--- src/rtl/gcd_pkg.sv ---
// Shared definitions for the gcd scheduler slice.
//   state_t   : scheduler FSM states
//   W_DEF     : default operand/result width, matches the gcd core
//   TIMER_W   : width of the WAIT-state watchdog counter
//   id_width(): number of bits needed to encode a requester index
package gcd_pkg;

  typedef enum logic [1:0] {
    IDLE  = 2'd0,
    ISSUE = 2'd1,
    WAIT  = 2'd2,
    RESP  = 2'd3
  } state_t;

  localparam int W_DEF   = 8;
  localparam int TIMER_W = 16;

  // A single requester still needs a 1-bit index so ports never collapse to zero width.
  function automatic int id_width(input int n);
    return (n < 2) ? 1 : $clog2(n);
  endfunction

endpackage

--- src/rtl/gcd_rr_arbiter.sv ---
// Combinational round-robin pick over N_REQ request lines.
//   valid : per-requester request bits
//   ptr   : requester with the highest priority this round
//   grant : one-hot winner (all zero when nothing is requested)
//   index : encoded winner
//   any   : at least one request is present
module gcd_rr_arbiter
  import gcd_pkg::*;
#(
  parameter int N_REQ = 4,
  parameter int IW    = id_width(N_REQ)
) (
  input  logic [N_REQ-1:0] valid,
  input  logic [IW-1:0]    ptr,
  output logic [N_REQ-1:0] grant,
  output logic [IW-1:0]    index,
  output logic             any
);

  // Walk upward from ptr, wrapping at N_REQ; the first set bit wins.
  always_comb begin
    grant = '0;
    index = '0;
    any   = 1'b0;
    for (int off = 0; off < N_REQ; off++) begin
      if (!any && valid[(int'(ptr) + off) % N_REQ]) begin
        any   = 1'b1;
        index = IW'((int'(ptr) + off) % N_REQ);
        grant[(int'(ptr) + off) % N_REQ] = 1'b1;
      end
    end
  end

endmodule

--- src/rtl/gcd_sched.sv ---
// Shares one gcd core between N_REQ requesters: round-robin accept, start/done
// handshake with the core, tagged response, and a watchdog on the core.
//   clk, rst                  : clock, asynchronous active-high reset
//   req_valid/req_a/req_b     : per-requester request and packed operands
//   req_ready                 : one-hot accept pulse (IDLE only)
//   rsp_valid/rsp_ready       : response handshake
//   rsp_id/rsp_y              : owning requester and gcd result
//   rsp_error/rsp_timeout     : error flag, and whether the watchdog caused it
//   busy                      : scheduler not in IDLE
//   core_start/core_a/core_b  : job launch towards the core
//   core_y/core_done/core_error : core completion
//
// state | meaning
// IDLE  | waiting for any request; winner accepted and latched this cycle
// ISSUE | one-cycle core_start pulse, watchdog cleared
// WAIT  | core running; watchdog counting
// RESP  | response held until rsp_ready
module gcd_sched
  import gcd_pkg::*;
#(
  parameter  int N_REQ   = 4,
  parameter  int W       = W_DEF,
  parameter  int TIMEOUT = 255,
  localparam int IW      = id_width(N_REQ)
) (
  input  logic             clk,
  input  logic             rst,
  input  logic [N_REQ-1:0] req_valid,
  input  logic [N_REQ*W-1:0] req_a,
  input  logic [N_REQ*W-1:0] req_b,
  output logic [N_REQ-1:0] req_ready,
  output logic             rsp_valid,
  input  logic             rsp_ready,
  output logic [IW-1:0]    rsp_id,
  output logic [W-1:0]     rsp_y,
  output logic             rsp_error,
  output logic             rsp_timeout,
  output logic             busy,
  output logic             core_start,
  output logic [W-1:0]     core_a,
  output logic [W-1:0]     core_b,
  input  logic [W-1:0]     core_y,
  input  logic             core_done,
  input  logic             core_error
);

  state_t             state, state_n;
  logic [IW-1:0]      rr_ptr;
  logic [IW-1:0]      id_q;
  logic [W-1:0]       a_q, b_q, y_q;
  logic               err_q, to_q;
  logic [TIMER_W-1:0] timer;

  logic [N_REQ-1:0]   grant;
  logic [IW-1:0]      gnt_idx;
  logic               any_req;
  logic               timer_last;

  gcd_rr_arbiter #(
    .N_REQ(N_REQ),
    .IW   (IW)
  ) u_arb (
    .valid(req_valid),
    .ptr  (rr_ptr),
    .grant(grant),
    .index(gnt_idx),
    .any  (any_req)
  );

  // Timer is 0 in the first WAIT cycle, so the TIMEOUT-th WAIT cycle sees TIMEOUT-1.
  assign timer_last = (timer == TIMER_W'(TIMEOUT - 1));

  always_ff @(posedge clk or posedge rst) begin
    if (rst) state <= IDLE;
    else     state <= state_n;
  end

  always_comb begin
    state_n    = state;
    req_ready  = '0;
    core_start = 1'b0;
    rsp_valid  = 1'b0;
    busy       = 1'b1;
    case (state)
      IDLE: begin
        busy      = 1'b0;
        req_ready = grant;
        if (any_req) state_n = ISSUE;
      end
      ISSUE: begin
        core_start = 1'b1;
        state_n    = WAIT;
      end
      WAIT: begin
        // core_done takes precedence over an expiring watchdog
        if (core_done || timer_last) state_n = RESP;
      end
      RESP: begin
        rsp_valid = 1'b1;
        if (rsp_ready) state_n = IDLE;
      end
      default: state_n = IDLE;
    endcase
  end

  always_ff @(posedge clk or posedge rst) begin
    if (rst) begin
      rr_ptr <= '0;
      id_q   <= '0;
      a_q    <= '0;
      b_q    <= '0;
      y_q    <= '0;
      err_q  <= 1'b0;
      to_q   <= 1'b0;
      timer  <= '0;
    end else begin
      case (state)
        IDLE: begin
          if (any_req) begin
            id_q <= gnt_idx;
            a_q  <= req_a[int'(gnt_idx)*W +: W];
            b_q  <= req_b[int'(gnt_idx)*W +: W];
          end
        end
        ISSUE: timer <= '0;
        WAIT: begin
          timer <= timer + TIMER_W'(1);
          if (core_done) begin
            y_q   <= core_y;
            err_q <= core_error;
            to_q  <= 1'b0;
          end else if (timer_last) begin
            y_q   <= '0;
            err_q <= 1'b1;
            to_q  <= 1'b1;
          end
        end
        RESP: begin
          // requester just served drops to lowest priority
          if (rsp_ready) rr_ptr <= (id_q == IW'(N_REQ - 1)) ? '0 : id_q + IW'(1);
        end
        default: ;
      endcase
    end
  end

  assign rsp_id      = id_q;
  assign rsp_y       = y_q;
  assign rsp_error   = err_q;
  assign rsp_timeout = to_q;
  assign core_a      = a_q;
  assign core_b      = b_q;

endmodule

--- config.mk ---
export PLATFORM = sky130hd
export DESIGN_NAME = gcd_sched
export DESIGN_NICKNAME = d
export VERILOG_FILES = /design/src/rtl/gcd_pkg.sv /design/src/rtl/gcd_rr_arbiter.sv /design/src/rtl/gcd_sched.sv
export SDC_FILE = /design/constraint.sdc
export NUM_CORES = 1
export LEC_CHECK = 0
export BUFFER_PORTS_ARGS = -buffer_cell sky130_fd_sc_hd__buf_2
export CORE_UTILIZATION = 53
export DETAILED_ROUTE_END_ITERATION = 10
export GPL_TIMING_DRIVEN = 0
export MAX_ROUTING_LAYER = met4
export PLACE_DENSITY = 0.82
export SETUP_SLACK_MARGIN = 0.15
export SYNTH_ARGS = -nofsm -noshare
export SYNTH_HDL_FRONTEND = slang
export SYNTH_SLANG_ARGS = --single-unit
--- constraint.sdc ---
create_clock -name clk -period 5.1 [get_ports clk]
set_input_delay 0.51 -clock clk [delete_from_list [all_inputs] [get_ports clk]]
set_output_delay 0.51 -clock clk [all_outputs]
set_load 0.01 [all_outputs]
==> flow_metrics.py <==
metrics = {
    "yosys": {
        "ys_seq_area_share_pct": 30.4,
        "synth-edff-count": 0,
        "synth_flop_cell": "dfrtp_1",
        "ys_ff_latch": 48,
        "ys_types": 59,
        "synth_cells": 434,
        "yosys_warnings": 0,
        "synthesis.nets": 530,
        "netlist_area_sq_um": 3950,
        "avgSynthCellArea_sq_um": 9.10,
        "async_reset_ff_share_pct": 100,
    },
    "timing": {
        "skew_ps": 8.68,
        "drv_slew": 0,
        "hold_viol": 0,
        "relSlewSlack_pct": 46.2,
        "fin_ws_ps": 474,
        "period_share_pct": 90.7,
        "setup_violations": 0,
        "min_period_ps": 4630,
        "setup_tns_ps": 0,
        "max_freq_mhz": 216,
        "worst_pin_slew_ps": 786,
        "rsz0062_at_grt": "false",
    },
    "cells_and_area": {
        "antenna-diode-count": 0,
        "multi_input_comb_area_sq_um": 2470,
        "drive_gt1_share_pct": 34.2,
        "n_fill_cell": 617,
        "nNetsFinal": 652,
        "syn2layout_area_growth_pct": 20.2,
        "ff_latch_area_sq_um": 1200,
    },
    "detailed_routing": {
        "drt-pass1-iter-count": 5,
        "post_drt_via_cell_ratio": 6.02,
        "final_antenna_net_count": 0,
        "routedWlPerCell_um": 16.5,
        "vias": 3940,
        "drtIter0Drc": 281,
        "drc": 0,
        "drt_wl_total_mm": 10.8,
    },
    "clock_network": {
        "cts_setup_buffers": 0,
        "clock_path_buffers": 2,
        "hold_buffers": 0,
        "h-tree-depth": 2,
        "clkTransAtPathRegs_ps": 90,
        "cts_buffers": 5,
        "cts_root_buf": "clkbuf_8",
        "cts_tree": "built",
        "clock_sinks": 48,
        "clk_latency_ps": 310,
    },
    "die": {
        "coreArea_sq_um": 7210,
        "row_count": 31,
        "dieArea_sq_um": 7800,
        "die_w_um": 88.3,
        "io-pin-count": 116,
        "initial_utilization_pct": 54.7,
        "die-height_um": 88.3,
    },
    "critical_path": {
        "timing.rr.start": "rr_ptr[0]",
        "cp_max_fo": 13,
        "r2r_cells": 12,
        "r2r-end": "core_b[2]",
        "critPathLaunch": "rr_ptr[0]",
        "required_ps": 4590,
        "cp.arrival_ps": 4120,
        "worstSetupEndpoint": "req_ready[2]",
        "worst-setup-path-type": "flip-flop to primary output",
        "cp-start-kind": "flip-flop",
        "crit_path_end_kind": "primary output",
        "r2r_slack_ps": 860,
    },
    "placement": {
        "post-dp-hpwl_mm": 8.18,
        "pre_cts_slack_ps": 545,
        "place_congestion": 0.873,
        "io_buffers": 114,
    },
    "grt": {
        "grt_max_degree": 40,
        "antenna_found_initial": 0,
        "grt_pass1_wl_mm": 16.9,
        "track_usage_pct": 28.6,
        "grt_busiest_layer": "met2",
        "use_met2_pct": 45.9,
        "grtUsageMet1_pct": 36.9,
        "grt_pass1_vias": 3543,
        "grt.met3_usage_pct": 4.48,
        "grt_overflow_total": 0,
    },
    "run_status": {
        "outcome": "completed",
    },
    "min_path": {
        "hp-class": "input port to async pin",
    },
    "pwr": {
        "p_leak_nw": 2.16,
        "power_density_nw_per_um2": 564,
        "max-vdd-ir-drop_v": 0.000301,
    },
    "flow_run": {
        "maxCapViolCount": 0,
    },
}
layout by cell type (no fill, tap or decap), types with 10 or more instances in the layout:
cell       synthesis  final
mux2_2            11     11
and2_1            16     16
buf_6             10     10
buf_2              7    121
nor2_1            38     38
a21oi_1           24     24
nand3_1           29     29
clkbuf_1          10     10
dfrtp_1           48     48
ha_1              15     15
mux2i_1           15     15
nand2_1           42     42
xor2_1            11     11
a2111oi_0         10     10
a211oi_2          14     14
inv_1             20     19
cell families (layout without fill, tap and decap cells):
group,count (synthesis),in the layout,share of synthesized area [%]
compound gates,121,121,25.8
xor+xnor,11,11,2.44
fa+ha+maj,15,15,4.75
buf+inv,52,174,7.10
flops,48,48,30.4
mux,31,31,9.60
simple gates,156,156,19.9
power by group:
group	switching (W)	leakage (nW)	internal (W)
logic	0.00109	1.52	0.000761
registers	0.0000876	0.601	0.000514
clock network	0.000125	0.0400	0.0000929
layout make-up:
class / instances / share of cell area, %
Buffer: 32 / 4.35
Clock buffer: 5 / 1.45
Clock inverter: 2 / 0.264
Inverter: 20 / 1.58
Multi-Input combinational cell: 334 / 52.0
Sequential cell: 48 / 25.3
Tap cell: 99 / 2.61
Timing Repair Buffer: 115 / 12.4
stage by stage:
step	power, W	std cells	hold WS [ps]	utilization [%]	area, sq um
2_1_floorplan	0.00194	434	494	-	3950
3_3_place_gp	0.00239	647	486	64.4	4640
3_5_place_dp	0.00243	648	461	64.6	4660
4_1_cts	0.00266	655	120	65.8	4740
5_1_grt	0.00287	655	120	65.8	4750
6_report	0.00267	655	122	65.8	4750
sequential cells by signal, summed over array words and instances (netlist names):
name	cells
core_a	8
core_b	8
rsp_id	2
state	2
rsp_error	1
rr_ptr	2
timer	16
rsp_y	8
rsp_timeout	1
synth_stat cells, types with 5 or more instances:
library cell / number / area (sq um)
and2_1: 16 / 100
a22o_1: 8 / 70.1
dfrtp_1: 48 / 1200
nand3_1: 29 / 145
o22ai_1: 8 / 50.1
xor2_1: 11 / 96.3
o21ai_0: 8 / 40.0
a2111oi_1: 5 / 50.1
mux2i_1: 15 / 150
buf_2: 7 / 35.0
nor2_1: 38 / 143
mux2_2: 11 / 124
clkbuf_1: 10 / 37.5
inv_1: 20 / 75.1
ha_1: 15 / 188
o31ai_1: 5 / 37.5
a2111o_1: 7 / 78.8
o31ai_2: 5 / 62.6
a2111oi_0: 10 / 87.6
a21oi_1: 24 / 120
nand2_1: 42 / 158
buf_6: 10 / 113
a31oi_1: 7 / 43.8
a211oi_2: 14 / 175
worst min-delay path by stage:
stage,startpoint,to,depth (start not counted)
2_1_floorplan,timer[2],timer[2],1
3_3_place_gp,rsp_y[0],rsp_y[0],1
3_5_place_dp,rst,core_b[3],2
4_1_cts,rst,core_b[3],2
5_1_grt,rst,core_b[3],2
6_report,rst,core_b[3],2
layer usage:
layer,up-vias,part of all wire (%),wire length [um]
li1,1853,-,-
met1,1912,43,4600
met2,153,50,5360
met3,22,5.7,616
met4,0,1.9,203
met5,-,0,0
worst max-delay path: stages, from the launching register on:
cell and delay, ps:
dfrtp_1 460, buf_6 190, buf_6 150, inv_1 150, buf_1 400, clkbuf_2 430, ha_1 300, clkbuf_2 190
mux4_2 360, buf_6 180, nor2b_4 130, buf_6 170, buf_6 160, a221o_1 130, o21ai_0 70, a21oi_1 170
buf_2 150
what timing repair did:
| action | in CTS | in global routing |
|---|---|---|
| hold endpoints to repair | 0 | 0 |
| resized for setup | 0 | 2 |
| setup endpoints to repair | 0 | 4 |
Power figures use the tool's default switching activity.
